File: src/rtl/bin2bcd_seq.sv
// Sequential 3-channel binary-to-BCD converter (shift-add-3), one channel at a time.
// Optional feature macro: OVF_BLANK_EN (overflowed channels show 12'hFFF instead of 12'h999).
module bin2bcd_seq #(
  parameter int BIN_W = 10
) (
  input  logic             clk,
  input  logic             RSTn,
  input  logic             in_valid,
  output logic             in_ready,
  input  logic [BIN_W-1:0] bin0,
  input  logic [BIN_W-1:0] bin1,
  input  logic [BIN_W-1:0] bin2,
  output logic [11:0]      dec0,
  output logic [11:0]      dec1,
  output logic [11:0]      dec2,
  output logic [2:0]       ovf,
  output logic             out_valid
);

  localparam logic [2:0] IDLE  = 3'd0;
  localparam logic [2:0] LOAD  = 3'd1;
  localparam logic [2:0] SHIFT = 3'd2;
  localparam logic [2:0] STORE = 3'd3;
  localparam logic [2:0] DONE  = 3'd4;

  logic [2:0]       state;
  logic [1:0]       ch;
  logic [3:0]       cnt;
  logic [21:0]      sh;
  logic             skip;
  logic [BIN_W-1:0] cap0, cap1, cap2;
  logic [11:0]      temp0, temp1, temp2;
  logic [2:0]       ovf_tmp;
  logic [9:0]       sel;
  logic [11:0]      adj;

  function automatic logic [11:0] add3(input logic [11:0] b);
    logic [11:0] r;
    r = b;
    for (int k = 0; k < 3; k++) begin
      if (r[4*k +: 4] >= 4'd5) begin
        r[4*k +: 4] = r[4*k +: 4] + 4'd3;
      end else begin
        r[4*k +: 4] = r[4*k +: 4];
      end
    end
    return r;
  endfunction

  // Current channel's captured value, zero-extended to 10 bits, and the add-3 adjusted BCD field
  always_comb begin
    sel = 10'd0;
    case (ch)
      2'd0:    sel = 10'(cap0);
      2'd1:    sel = 10'(cap1);
      2'd2:    sel = 10'(cap2);
      default: sel = 10'd0;
    endcase
    adj = add3(sh[21:10]);
  end

  // Conversion FSM and registered outputs
  always_ff @(posedge clk) begin
    if (RSTn) begin
      state     <= IDLE;
      in_ready  <= 1'b1;
      out_valid <= 1'b0;
      dec0      <= 12'h000;
      dec1      <= 12'h000;
      dec2      <= 12'h000;
      ovf       <= 3'b000;
      ch        <= 2'd0;
      cnt       <= 4'd0;
      sh        <= 22'd0;
      skip      <= 1'b0;
      cap0      <= '0;
      cap1      <= '0;
      cap2      <= '0;
      temp0     <= 12'h000;
      temp1     <= 12'h000;
      temp2     <= 12'h000;
      ovf_tmp   <= 3'b000;
    end else begin
      out_valid <= 1'b0;
      case (state)
        IDLE: begin
          if (in_valid) begin
            cap0     <= bin0;
            cap1     <= bin1;
            cap2     <= bin2;
            ch       <= 2'd0;
            ovf_tmp  <= 3'b000;
            in_ready <= 1'b0;
            state    <= LOAD;
          end else begin
            in_ready <= 1'b1;
          end
        end
        LOAD: begin
          cnt   <= 4'd0;
          state <= SHIFT;
          if (sel > 10'd999) begin
            ovf_tmp[ch] <= 1'b1;
`ifdef OVF_BLANK_EN
            sh   <= {12'hFFF, 10'd0};
            skip <= 1'b1;
`else
            sh   <= {12'h000, 10'd999};
            skip <= 1'b0;
`endif
          end else begin
            sh   <= {12'h000, sel};
            skip <= 1'b0;
          end
        end
        SHIFT: begin
          if (!skip) begin
            sh <= {adj[10:0], sh[9:0], 1'b0};
          end else begin
            sh <= sh;
          end
          cnt <= cnt + 4'd1;
          if (cnt == 4'd9) begin
            state <= STORE;
          end else begin
            state <= SHIFT;
          end
        end
        STORE: begin
          case (ch)
            2'd0:    temp0 <= sh[21:10];
            2'd1:    temp1 <= sh[21:10];
            default: temp2 <= sh[21:10];
          endcase
          if (ch == 2'd2) begin
            in_ready <= 1'b1;
            state    <= DONE;
          end else begin
            ch    <= ch + 2'd1;
            state <= LOAD;
          end
        end
        DONE: begin
          dec0      <= temp0;
          dec1      <= temp1;
          dec2      <= temp2;
          ovf       <= ovf_tmp;
          out_valid <= 1'b1;
          // A handshake in this cycle starts the next triple straight away
          if (in_valid) begin
            cap0     <= bin0;
            cap1     <= bin1;
            cap2     <= bin2;
            ch       <= 2'd0;
            ovf_tmp  <= 3'b000;
            in_ready <= 1'b0;
            state    <= LOAD;
          end else begin
            in_ready <= 1'b1;
            state    <= IDLE;
          end
        end
        default: begin
          in_ready <= 1'b1;
          state    <= IDLE;
        end
      endcase
    end
  end

endmodule

File: config.mk
export PLATFORM = sky130hd
export DESIGN_NAME = bin2bcd_seq
export DESIGN_NICKNAME = d
export VERILOG_FILES = /design/src/rtl/bin2bcd_seq.sv
export SDC_FILE = /design/constraint.sdc
export NUM_CORES = 1
export LEC_CHECK = 0
export ABC_AREA = 1
export CAP_MARGIN = 5
export CORE_MARGIN = 2
export CORE_UTILIZATION = 44
export DETAILED_ROUTE_END_ITERATION = 16
export PLACE_DENSITY_LB_ADDON = 0.12
export RECOVER_POWER = 100
export SETUP_SLACK_MARGIN = 0.02
export SLEW_MARGIN = 20
export SYNTH_ARGS = -nofsm -noshare
export SYNTH_HDL_FRONTEND = slang
export SYNTH_SLANG_ARGS = --single-unit
File: constraint.sdc
create_clock -name clk -period 4.35 [get_ports clk]
set_input_delay 0.435 -clock clk [delete_from_list [all_inputs] [get_ports clk]]
set_output_delay 0.435 -clock clk [all_outputs]
set_load 0.02 [all_outputs]
After elaboration in Yosys (flattened, before gate mapping)
Cells that the tools add are included.

Multiplexer cells: 24. $add $sub $neg: 5. Equality and inequality tests: 12. Reduce and logical (&&, ||, !) cells: 16. $lt $le $gt $ge: 6. Bitwise gates (word level): 3.

Operators by type and width (count): $pmux 22 s2 (1); $pmux 10 s3 (1); $mux 3 (5); $pmux 3 s5 (1); $ge 4x3->1 const B (3); $gt 10x10->1 const B (1); $mux 10 (1); $reduce_and 2->1 (5); $add 4x2->4 const B (2); $mux 4 (2); $ne 2x2->1 const B (4); $pmux 4 s2 (1); $eq 3x2->1 const B (2); $mux 1 (6); $pmux 3 s2 (1); $reduce_and 3->1 (2); $reduce_bool 2->1 (3); $reduce_or 2->1 (3); $add 4x1->4 const B (1); $eq 4x4->1 const B (1); $mux 2 (2); $pmux 2 s2 (1); $add 3x2->3 const B (1); $eq 3x1->1 const B (1); other kinds (14) (15).

Output and inout bits: 41. Bits of input ports: 33. Register bits: 141.

Depth between registers and ports, before layout
Depth in word-level cells: 7. Gate-level depth with buffers: 13. Depth with buffers taken out: 12.

Least setup slack after synthesis
Ideal clock, no wire load.

Path kind: flip-flop to flip-flop. From: register ch[0]. To: register sh[1]. Library setup time: 0.109 ns. Buffers on the path: 1. Stages on the path, launching flop included: 14. Path slack: 2.795 ns. Data arrival time: 1.446 ns. Path through: dfxtp_1 -> inv_1 -> ha_1 -> buf_6 -> nand2_1 -> nand2_1 -> nor2_1 -> nand2_1 -> nand3_2 -> nand2_2 -> inv_1 -> nand2_1 -> nand2_1 -> inv_1.

Word-level cells in the longest chain between the ends: 5. Elaborated cells on any way between the ends: 7. Classes of those cells: 1 x order compare; 2 x eq/ne; 3 x mux; 1 x reduce/logical.

Ends and longest elaborated chain: start: declaration (line 27) `logic [1:0] ch;`; start signal: assignment (line 139) `ch <= ch + 2'd1;`; $eq 2x2->1, or another cell as far along (line 53) `case (ch)`; $pmux 10 s3 (*) (line 53); $gt 10x10->1 (line 102) `if (sel > 10'd999) begin`; $mux 10 (*) (line 102); $pmux 22 s2 (*) (line 85) `case (state)`; end signal: assignment (line 108) `sh <= {12'h000, 10'd999};`; end signal: assignment (line 112) `sh <= {12'h000, sel};`; end signal: assignment (line 118) `sh <= {adj[10:0], sh[9:0], 1'b0};`; end: declaration (line 29) `logic [21:0] sh;`.

Every way passes the cells marked *; elsewhere a longest branch is shown, timed or not. A chain may end at the register's enable or synchronous reset.

==> key figures <==
Status
  – Outcome: finished clean

Critical path
  – Startpoint types: primary input
  – R2R depth: 8
  – Maximum fanout along the worst path: 60
  – Required time of the worst setup path: 4700 ps
  – Worst Path Class, Setup: in2reg
  – Arr. time, crit path: 3440 ps
  – CP Capture Type: register

Logic synthesis
  – Top-area cell type share of the netlist area: 0.501
  – Post-Syn Area per Cell: 7.62 um^2
  – Yosys Warn Count: 0
  – Seq cells post-synth: 141
  – Synth cell types: 29
  – Post-synthesis sequential area ratio: 0.501
  – Syn nets: 785
  – Mapped Cells: 740
  – Synthesized area: 0.00564 mm^2
  – Synth area leader: dfxtp_1
  – Most area-consuming cells after synthesis: dfxtp_1 (50%), nor2_1 (9.4%), o21ai_0 (8.5%)

Clocking
  – Max Root-Sink Buffers: 2
  – Clk root buf: clkbuf_16
  – CTS tree: built
  – PostCTS Resize Cnt: 0
  – Hold-fix buffers, CTS: 0
  – CTS buffer count: 17
  – Clk_lat worst skew: 420 ps
  – Reg clk slew, reported paths: 60 ps
  – CTS H-tree depth: 4
  – CTS sink count: 141
  – Post-CTS Setup Repair Bufs: 0

Global routing
  – First-pass GRT wire length: 22400 um
  – Total global-route track usage: 0.207
  – Largest net degree at the start of global routing: 61
  – Number of antenna violations at the first check in global routing: 0
  – Vias in the first global route: 4763
  – GRT overflow: 0

Layout
  – Non-Filler Instances: 978
  – Ant diodes: 0
  – Commonest cells after routing, fill and taps aside: nor2_1 (141), dfxtp_1 (141), o21ai_0 (104)
  – Layout area overhead: 24.7%
  – Layout cell share with drive strength beyond 1: 0.0496
  – NumNets Final: 839

Place
  – IO buf count: 73
  – Placed insts: 947
  – Setup WS pre-CTS: 1970 ps
  – Gp weighted congestion: 0.791
  – HPWL after DPL: 8820 um

Floorplanning
  – Die W: 117 um
  – Row count: 41
  – DIE HEIGHT: 117 um
  – Core area: 0.0126 mm^2
  – Die Area: 0.0137 mm^2
  – Starting Density: 0.449
  – I/O pin cnt: 74

STA
  – Fin Setup TNS: 0 ps
  – Peak Freq: 323 MHz
  – Max Transition Viols Final: 0
  – Worst Clk Skew: 5.35 ps
  – Post-route clock period utilization: 0.711
  – Hold Slack: 464 ps
  – RSZ-0062 raised after global routing: false
  – Rel. slew slack: 0.0328
  – Final Hold Fails: 0
  – Fin crit period: 3100 ps
  – Setup ws final: 1250 ps
  – Final setup vio count: 0
  – Slew @ Worst Pin: 1450 ps

Flow run
  – Max-cap violations: 0

Worst hold path
  – Hold Crit Depth: 2
  – Hold Crit Class: reg2reg

Drt
  – Drt wl/cell: 13.6 um
  – Total number of vias: 4938
  – # DRC: 0
  – Drt first-iter violations: 342
  – Vias per inst: 5.05
  – Drt pass-1 iters: 4
  – Total wirelength of the detailed-routed design: 13300 um
  – Antenna viol nets, final: 0

Power
  – PD cells: 471 mW/mm^2
  – Leakage: 3.00 nW
  – Max VDD drop: 203 uV
-- logic make-up after synthesis --
family	Yosys count	share of synthesized area
adders and majority gates	12	0.0266
buffers and inverters	95	0.0739
AOI/OAI and AO/OA	193	0.178
and+or+nand+nor	299	0.221
DFF	141	0.501
-- worst paths after layout --
path / start / endpoint / slack (ps)
hold / removal: ovf_tmp[2]$_SDFFE_PP0P_ / ovf[2]$_SDFFE_PP0P_ / 460
hold reg to reg: ovf_tmp[2]$_SDFFE_PP0P_ / ovf[2]$_SDFFE_PP0P_ / 460
setup reg to reg: state[2]$_SDFFE_PP0P_ / sh[5]$_SDFFE_PP0P_ / 1670
setup / recovery: RSTn / temp2[4]$_SDFFE_PP0P_ / 1250
-- layout make-up --
cell class / instances / area, um^2
fillers: 1203 / 5540
flip-flops and latches: 141 / 2820
clock inverters: 11 / 214
inverters: 51 / 191
repair buffers: 79 / 768
clock buffers: 20 / 457
well taps: 172 / 215
multi-input cells: 504 / 2360
-- layer usage --
metal	vias up	global-route usage	routed length, um
met4	0	0.0761	199
met1	2293	0.271	6430
met3	17	0.0433	447
li1	2544	-	-
met2	84	0.339	6180
met5	-	0	0
-- sequential cells by signal, indices dropped and copies added (netlist names), 4 cells and up --
signal	count
cap0	10
cap1	10
cap2	10
cnt	4
dec0	12
dec1	12
dec2	12
sh	22
temp0	12
temp1	12
temp2	12
-- report_power, final --
group	total, mW	internal (mW)	switching (mW)	leakage, nW
sequential	1.39	1.35	0.0335	1.14
combinational	0.296	0.105	0.191	1.54
clock	1.63	1.10	0.527	0.322
-- cells in the mapped netlist, drive strengths merged --
library cell  count
a211oi            2
a21oi            78
buf              24
clkbuf           20
dfxtp           141
ha               12
inv              51
nand2           102
nand3            49
nand4             4
nor2            142
nor3              2
o211ai            3
o21ai           104
o221a             1
o221ai            2
o22ai             1
o311ai            2
-- per-stage QoR --
step	cell area [um^2]	util	power, mW
6_report	7030	0.559	3.31
5_1_grt	7030	0.559	3.45
4_1_cts	7070	0.563	3.35
3_5_place_dp	6400	0.510	1.72
3_3_place_gp	6400	0.510	1.71
2_1_floorplan	5640	-	1.64
-- worst max-delay path, cell delays in order --
cell and delay (ps):
dlygate4sd3_1 550, inv_1 1040, clkbuf_1 930, o21ai_0 270
a21oi_1 180
Power figures use the tool's default switching activity.
